<file path="config.mk">
export PLATFORM = sky130hd
export DESIGN_NAME = fp32_sum_normalizer
export DESIGN_NICKNAME = d
export VERILOG_FILES = /design/src/rtl/fp32_sum_normalizer.sv
export SDC_FILE = /design/constraint.sdc
export NUM_CORES = 1
export LEC_CHECK = 0
export BUFFER_PORTS_ARGS = -buffer_cell sky130_fd_sc_hd__buf_2
export CELL_PAD_IN_SITES_DETAIL_PLACEMENT = 1
export CELL_PAD_IN_SITES_GLOBAL_PLACEMENT = 2
export CORE_MARGIN = 2
export CORE_UTILIZATION = 37
export CTS_CLUSTER_SIZE = 20
export DETAILED_ROUTE_END_ITERATION = 8
export PLACE_DENSITY_LB_ADDON = 0.1
export SETUP_SLACK_MARGIN = 0.02
export SLEW_MARGIN = 10
export SYNTH_ARGS = -nofsm -noshare
export SYNTH_HDL_FRONTEND = slang
export SYNTH_SLANG_ARGS = --single-unit
</file>
<file path="constraint.sdc">
create_clock -name clk -period 5.8 [get_ports clk]
set_input_delay 1.16 -clock clk [delete_from_list [all_inputs] [get_ports clk]]
set_output_delay 1.16 -clock clk [all_outputs]
set_load 0.1 [all_outputs]
</file>
<file path="src/rtl/fp32_sum_normalizer.sv">
// Back end of the FP32 adder tree: magnitude, leading-one normalize, round-to-nearest-even
// and binary32 pack, in a 3-stage pipeline with a single global stall.
module fp32_sum_normalizer #(
    parameter int SUM_WIDTH = 31,
    parameter int LEAD_POS  = 26
) (
    input  logic        clk,
    input  logic        rst,
    input  logic        in_valid,
    output logic        in_ready,
    input  logic [31:0] sum_in,
    input  logic [7:0]  exp_in,
    input  logic [1:0]  in_special,
    output logic        out_valid,
    input  logic        out_ready,
    output logic [31:0] fp_out,
    output logic        flag_overflow,
    output logic        flag_underflow,
    output logic        flag_inexact
);

    localparam int         MantW = 24;
    localparam int         GrdP  = SUM_WIDTH - MantW - 1;
    localparam logic [4:0] TopP  = 5'(SUM_WIDTH - 1);

    logic en;
    assign en       = out_ready | ~out_valid;
    assign in_ready = en;

    // Stage 1: register sign and magnitude of the tree sum
    logic [SUM_WIDTH-1:0] s_raw, m_in;
    logic                 v1, sign1;
    logic [SUM_WIDTH-1:0] m1;
    logic [7:0]           exp1;
    logic [1:0]           sp1;

    always_comb begin
        s_raw = sum_in[SUM_WIDTH-1:0];
        m_in  = s_raw[SUM_WIDTH-1] ? (~s_raw + SUM_WIDTH'(1)) : s_raw;
    end

    always_ff @(posedge clk or posedge rst) begin
        if (rst) begin
            v1    <= 1'b0;
            sign1 <= 1'b0;
            m1    <= '0;
            exp1  <= '0;
            sp1   <= '0;
        end else if (en) begin
            v1    <= in_valid;
            sign1 <= s_raw[SUM_WIDTH-1];
            m1    <= m_in;
            exp1  <= exp_in;
            sp1   <= in_special;
        end
    end

    // Stage 2: leading-one detect and normalize so the leading one sits at the top bit
    logic [4:0]           lead_p;
    logic [SUM_WIDTH-1:0] n_d;
    logic signed [9:0]    e_d;
    logic                 zero_d;
    logic                 v2, sign2, zero2;
    logic [SUM_WIDTH-1:0] n2;
    logic signed [9:0]    e2;
    logic [1:0]           sp2;

    always_comb begin
        lead_p = '0;
        for (int i = 0; i < SUM_WIDTH; i++) begin
            if (m1[i]) lead_p = 5'(i);
        end
        zero_d = (m1 == '0);
        n_d    = m1 << (TopP - lead_p);
        e_d    = $signed({2'b00, exp1}) + $signed({5'b00000, lead_p}) - $signed(10'(LEAD_POS));
    end

    always_ff @(posedge clk or posedge rst) begin
        if (rst) begin
            v2    <= 1'b0;
            sign2 <= 1'b0;
            zero2 <= 1'b0;
            n2    <= '0;
            e2    <= '0;
            sp2   <= '0;
        end else if (en) begin
            v2    <= v1;
            sign2 <= sign1;
            zero2 <= zero_d;
            n2    <= n_d;
            e2    <= e_d;
            sp2   <= sp1;
        end
    end

    // Stage 3: round to nearest-even and pack
    logic [MantW-1:0]  mant;
    logic [MantW:0]    mant_r;
    logic [22:0]       frac;
    logic              guard, sticky, rnd, inexact;
    logic signed [9:0] e_f;
    logic [31:0]       fp_d;
    logic              ov_d, un_d, inx_d;
    logic              unused_bits;

    assign unused_bits = sum_in[31] ^ mant_r[MantW-1];

    always_comb begin
        mant    = n2[SUM_WIDTH-1 -: MantW];
        guard   = n2[GrdP];
        sticky  = |n2[GrdP-1:0];
        rnd     = guard & (sticky | mant[0]);
        inexact = guard | sticky;
        mant_r  = {1'b0, mant} + (MantW + 1)'(rnd);
        if (mant_r[MantW]) begin
            frac = '0;
            e_f  = e2 + 10'sd1;
        end else begin
            frac = mant_r[22:0];
            e_f  = e2;
        end

        fp_d  = {sign2, e_f[7:0], frac};
        ov_d  = 1'b0;
        un_d  = 1'b0;
        inx_d = inexact;
        if (sp2 == 2'b11) begin
            fp_d  = 32'h7FC0_0000;
            inx_d = 1'b0;
        end else if (sp2 == 2'b01) begin
            fp_d  = 32'h7F80_0000;
            inx_d = 1'b0;
        end else if (sp2 == 2'b10) begin
            fp_d  = 32'hFF80_0000;
            inx_d = 1'b0;
        end else if (zero2) begin
            fp_d  = 32'h0000_0000;
            inx_d = 1'b0;
        end else if (e_f >= 10'sd255) begin
            fp_d  = {sign2, 8'hFF, 23'b0};
            ov_d  = 1'b1;
            inx_d = 1'b1;
        end else if (e_f <= 10'sd0) begin
            fp_d  = {sign2, 31'b0};
            un_d  = 1'b1;
            inx_d = 1'b1;
        end
    end

    // Bubbles clear the result so flags never show without out_valid
    always_ff @(posedge clk or posedge rst) begin
        if (rst) begin
            out_valid      <= 1'b0;
            fp_out         <= '0;
            flag_overflow  <= 1'b0;
            flag_underflow <= 1'b0;
            flag_inexact   <= 1'b0;
        end else if (en) begin
            out_valid      <= v2;
            fp_out         <= v2 ? fp_d  : 32'h0;
            flag_overflow  <= v2 & ov_d;
            flag_underflow <= v2 & un_d;
            flag_inexact   <= v2 & inx_d;
        end
    end

endmodule

</file>
==> out/qor.csv <==
metric,value,unit
Max Slew Vio Count,0,
Syn Inst Count,1023,
crit path time final,4407,ps
H-tree levels,4,
"Distinct cells, synth",84,
RSZ-0062 raised after global routing,false,
Max-slew headroom,0.4961,
"FF+latch count, synth",125,
DR vias,7606,
Synthesized Nets,1088,
status,"complete, no violations",
register area share after synthesis,0.3512,
clock buffer depth,2,
number of antenna violations at the first check in global routing,0,
Post-DP HPWL,18750,um
Max Clk Rate,0.2269,GHz
cells resized by post-CTS repair,0,
Root Buffer,clkbuf_16,
CP max FO,27,
final hold vios,0,
share of layout cells above drive strength 1,0.1673,
GRT Total Usage,0.2083,
number of nets in the layout,1128,
GRT met3 Usage,0.03126,
"Top FF cell, synth",dfrtp_1,
TritonCTS clock tree,yes,
die height,159.2,um
Clock transition at path regs,60,ps
DIE WIDTH,159.2,um
die area,25330,um^2
Synth top cells by count,"172 x nand2_1, 125 x dfrtp_1, 83 x o21ai_0, 53 x nor2_1, 44 x xor2_1",
largest area contributor in the netlist,dfrtp_1,
post-route ant nets,0,
clk_lat worst skew,430,ps
# rows,56,
via/cell ratio,5.452,
Fillers,2861,
routing usage on met2,0.3494,
DRC viols,0,
Top Ports,83,
Async SR Flop Fraction,1.000,
Leak,4.456,nW
Initial Util,0.3783,
setup TNS,0,ps
top cell type's share of synthesized area,0.3512,
clk sinks,125,
"Most Used Layer, Global Route",met2,
diode count,0,
fin crit share,0.7598,
Crit. End Element,flop,
Avg Inst Size Synth,8.707,um^2
final setup fails,0,
cts bufs inserted,17,
area of the core,23540,um^2
first-pass GRT wire length,43030,um
vias in the first global route,7888,
Initial DRC Count,444,
Setup Crit Path Kind,reg2reg,
worst ir drop on vdd,255.3,uV
Critical Path AT,4740,ps
final setup margin,1393,ps
final wirelength,25220,um
Tightest Pin Transition,753.6,ps
max cap viols,0,
hold slack,467.7,ps
Worst Skew,12.45,ps
most frequent cell after synthesis,nand2_1,
I/O Buffers,81,
mapped cell area,8907,um^2
pre-CTS setup slack,1419,ps
Critical Path RT,6130,ps
Pwr Density,622.3,nW/um^2
DR WL/cell,18.08,um
Area Growth Syn to Fin,13.23,%
GRT overflow,0,
synth warn,0,
Worst Hold Class,reg2reg,
Post-Route Utilization,0.4284,
pin count of the biggest net entering global routing,66,
met1 Track Usage GR,0.2864,
crit start category,flop,
hold buffer count at cts,0,
drt pass-1 iters,4,
top post-synthesis cells by area,"dfrtp_1 35%, nand2_1 7.2%, o21ai_0 4.7%, xor2_1 4.3%, mux4_2 4.3%",
GPL Wtd Cong,0.8014,
number of enable flip-flop cells after synthesis,0,
postcts setup bufs,0,
metrics by stage:
step / instances / power (mW) / area (um^2)
CTS: 1395 / 6.327 / 10090
global route: 1395 / 6.739 / 10090
global placement: 1363 / 5.111 / 9464
detailed placement: 1363 / 5.151 / 9464
floorplan: 1023 / 4.287 / 8907
finish: 1395 / 6.276 / 10090
report_power, final:
part           switching [mW]  leakage (nW)  total, mW  internal, mW
clock                   0.447         0.300       1.14         0.697
sequential              0.388          1.57       1.56          1.17
combinational            2.25          2.59       3.58          1.32
total                    3.09          4.46       6.28          3.19
cell type report:
| cell class | instances | area [um^2] | share of cell area |
|---|---|---|---|
| Sequential cell | 125 | 3128 | 0.3101 |
| Inverter | 40 | 152.6 | 0.01513 |
| Clock buffer | 18 | 439.2 | 0.04354 |
| Timing Repair Buffer | 95 | 510.5 | 0.05061 |
| Clock inverter | 14 | 182.7 | 0.01811 |
| Tap cell | 319 | 399.1 | 0.03957 |
| Multi-Input combinational cell | 784 | 5274 | 0.5229 |
layer usage:
layer / wire, um / vias up
met5: 0 / -
met4: 242 / 0
met3: 722 / 16
met2: 11980 / 125
met1: 12280 / 3697
li1: - / 3768
state kept, by name, summed over array words and instances (netlist names), 2 cells and up:
signal	flops
sp2	2
sp1	2
fp_out	32
exp1	8
n2	31
e2	10
m1	31
cell usage in the layout (no fill, tap or decap), types with 18 or more instances in the layout:
cell type and count:
nor2_1 53, o21ai_0 83, ha_1 18, inv_1 34, a21oi_1 41, dfrtp_1 125
o21ai_1 27, buf_2 81, nand2_1 172, xnor2_1 23, mux2i_1 26, xor2_1 44
nor3_1 21, nand3_1 34
cell families after synthesis:
family,synth area share
compound gates,0.2031
xor+xnor,0.06771
fa+ha+maj,0.02753
buf+inv,0.05886
flops,0.3512
mux,0.09454
simple gates,0.1971
final timing paths:
kind | start | endpoint | slack [ps] | cells past startpoint
max | m1[2]$_DFFE_PP0P_ | n2[30]$_DFFE_PP0P_ | 1390 | 12
max in group asynchronous | rst | n2[0]$_DFFE_PP0P_ | 3890 | 3
min in group asynchronous | rst | m1[27]$_DFFE_PP0P_ | 800 | 2
max reg2reg | m1[2]$_DFFE_PP0P_ | n2[30]$_DFFE_PP0P_ | 1390 | 12
min | sign1$_DFFE_PP0P_ | sign1$_DFFE_PP0P_ | 470 | 2
min reg2reg | sign1$_DFFE_PP0P_ | sign1$_DFFE_PP0P_ | 470 | 2
worst max-delay path, cell delays in order, from the launching register on:
cell      delay (ps)
dfrtp_1          480
nand2b_1         190
a221oi_1         300
o211a_1          310
o211a_1          450
nor2_2            80
inv_2            370
ha_1             400
xor2_4           180
buf_4            340
mux4_1           660
mux2_2           330
a211oi_2         200
Note: power is estimated with default switching activity, not from simulation.
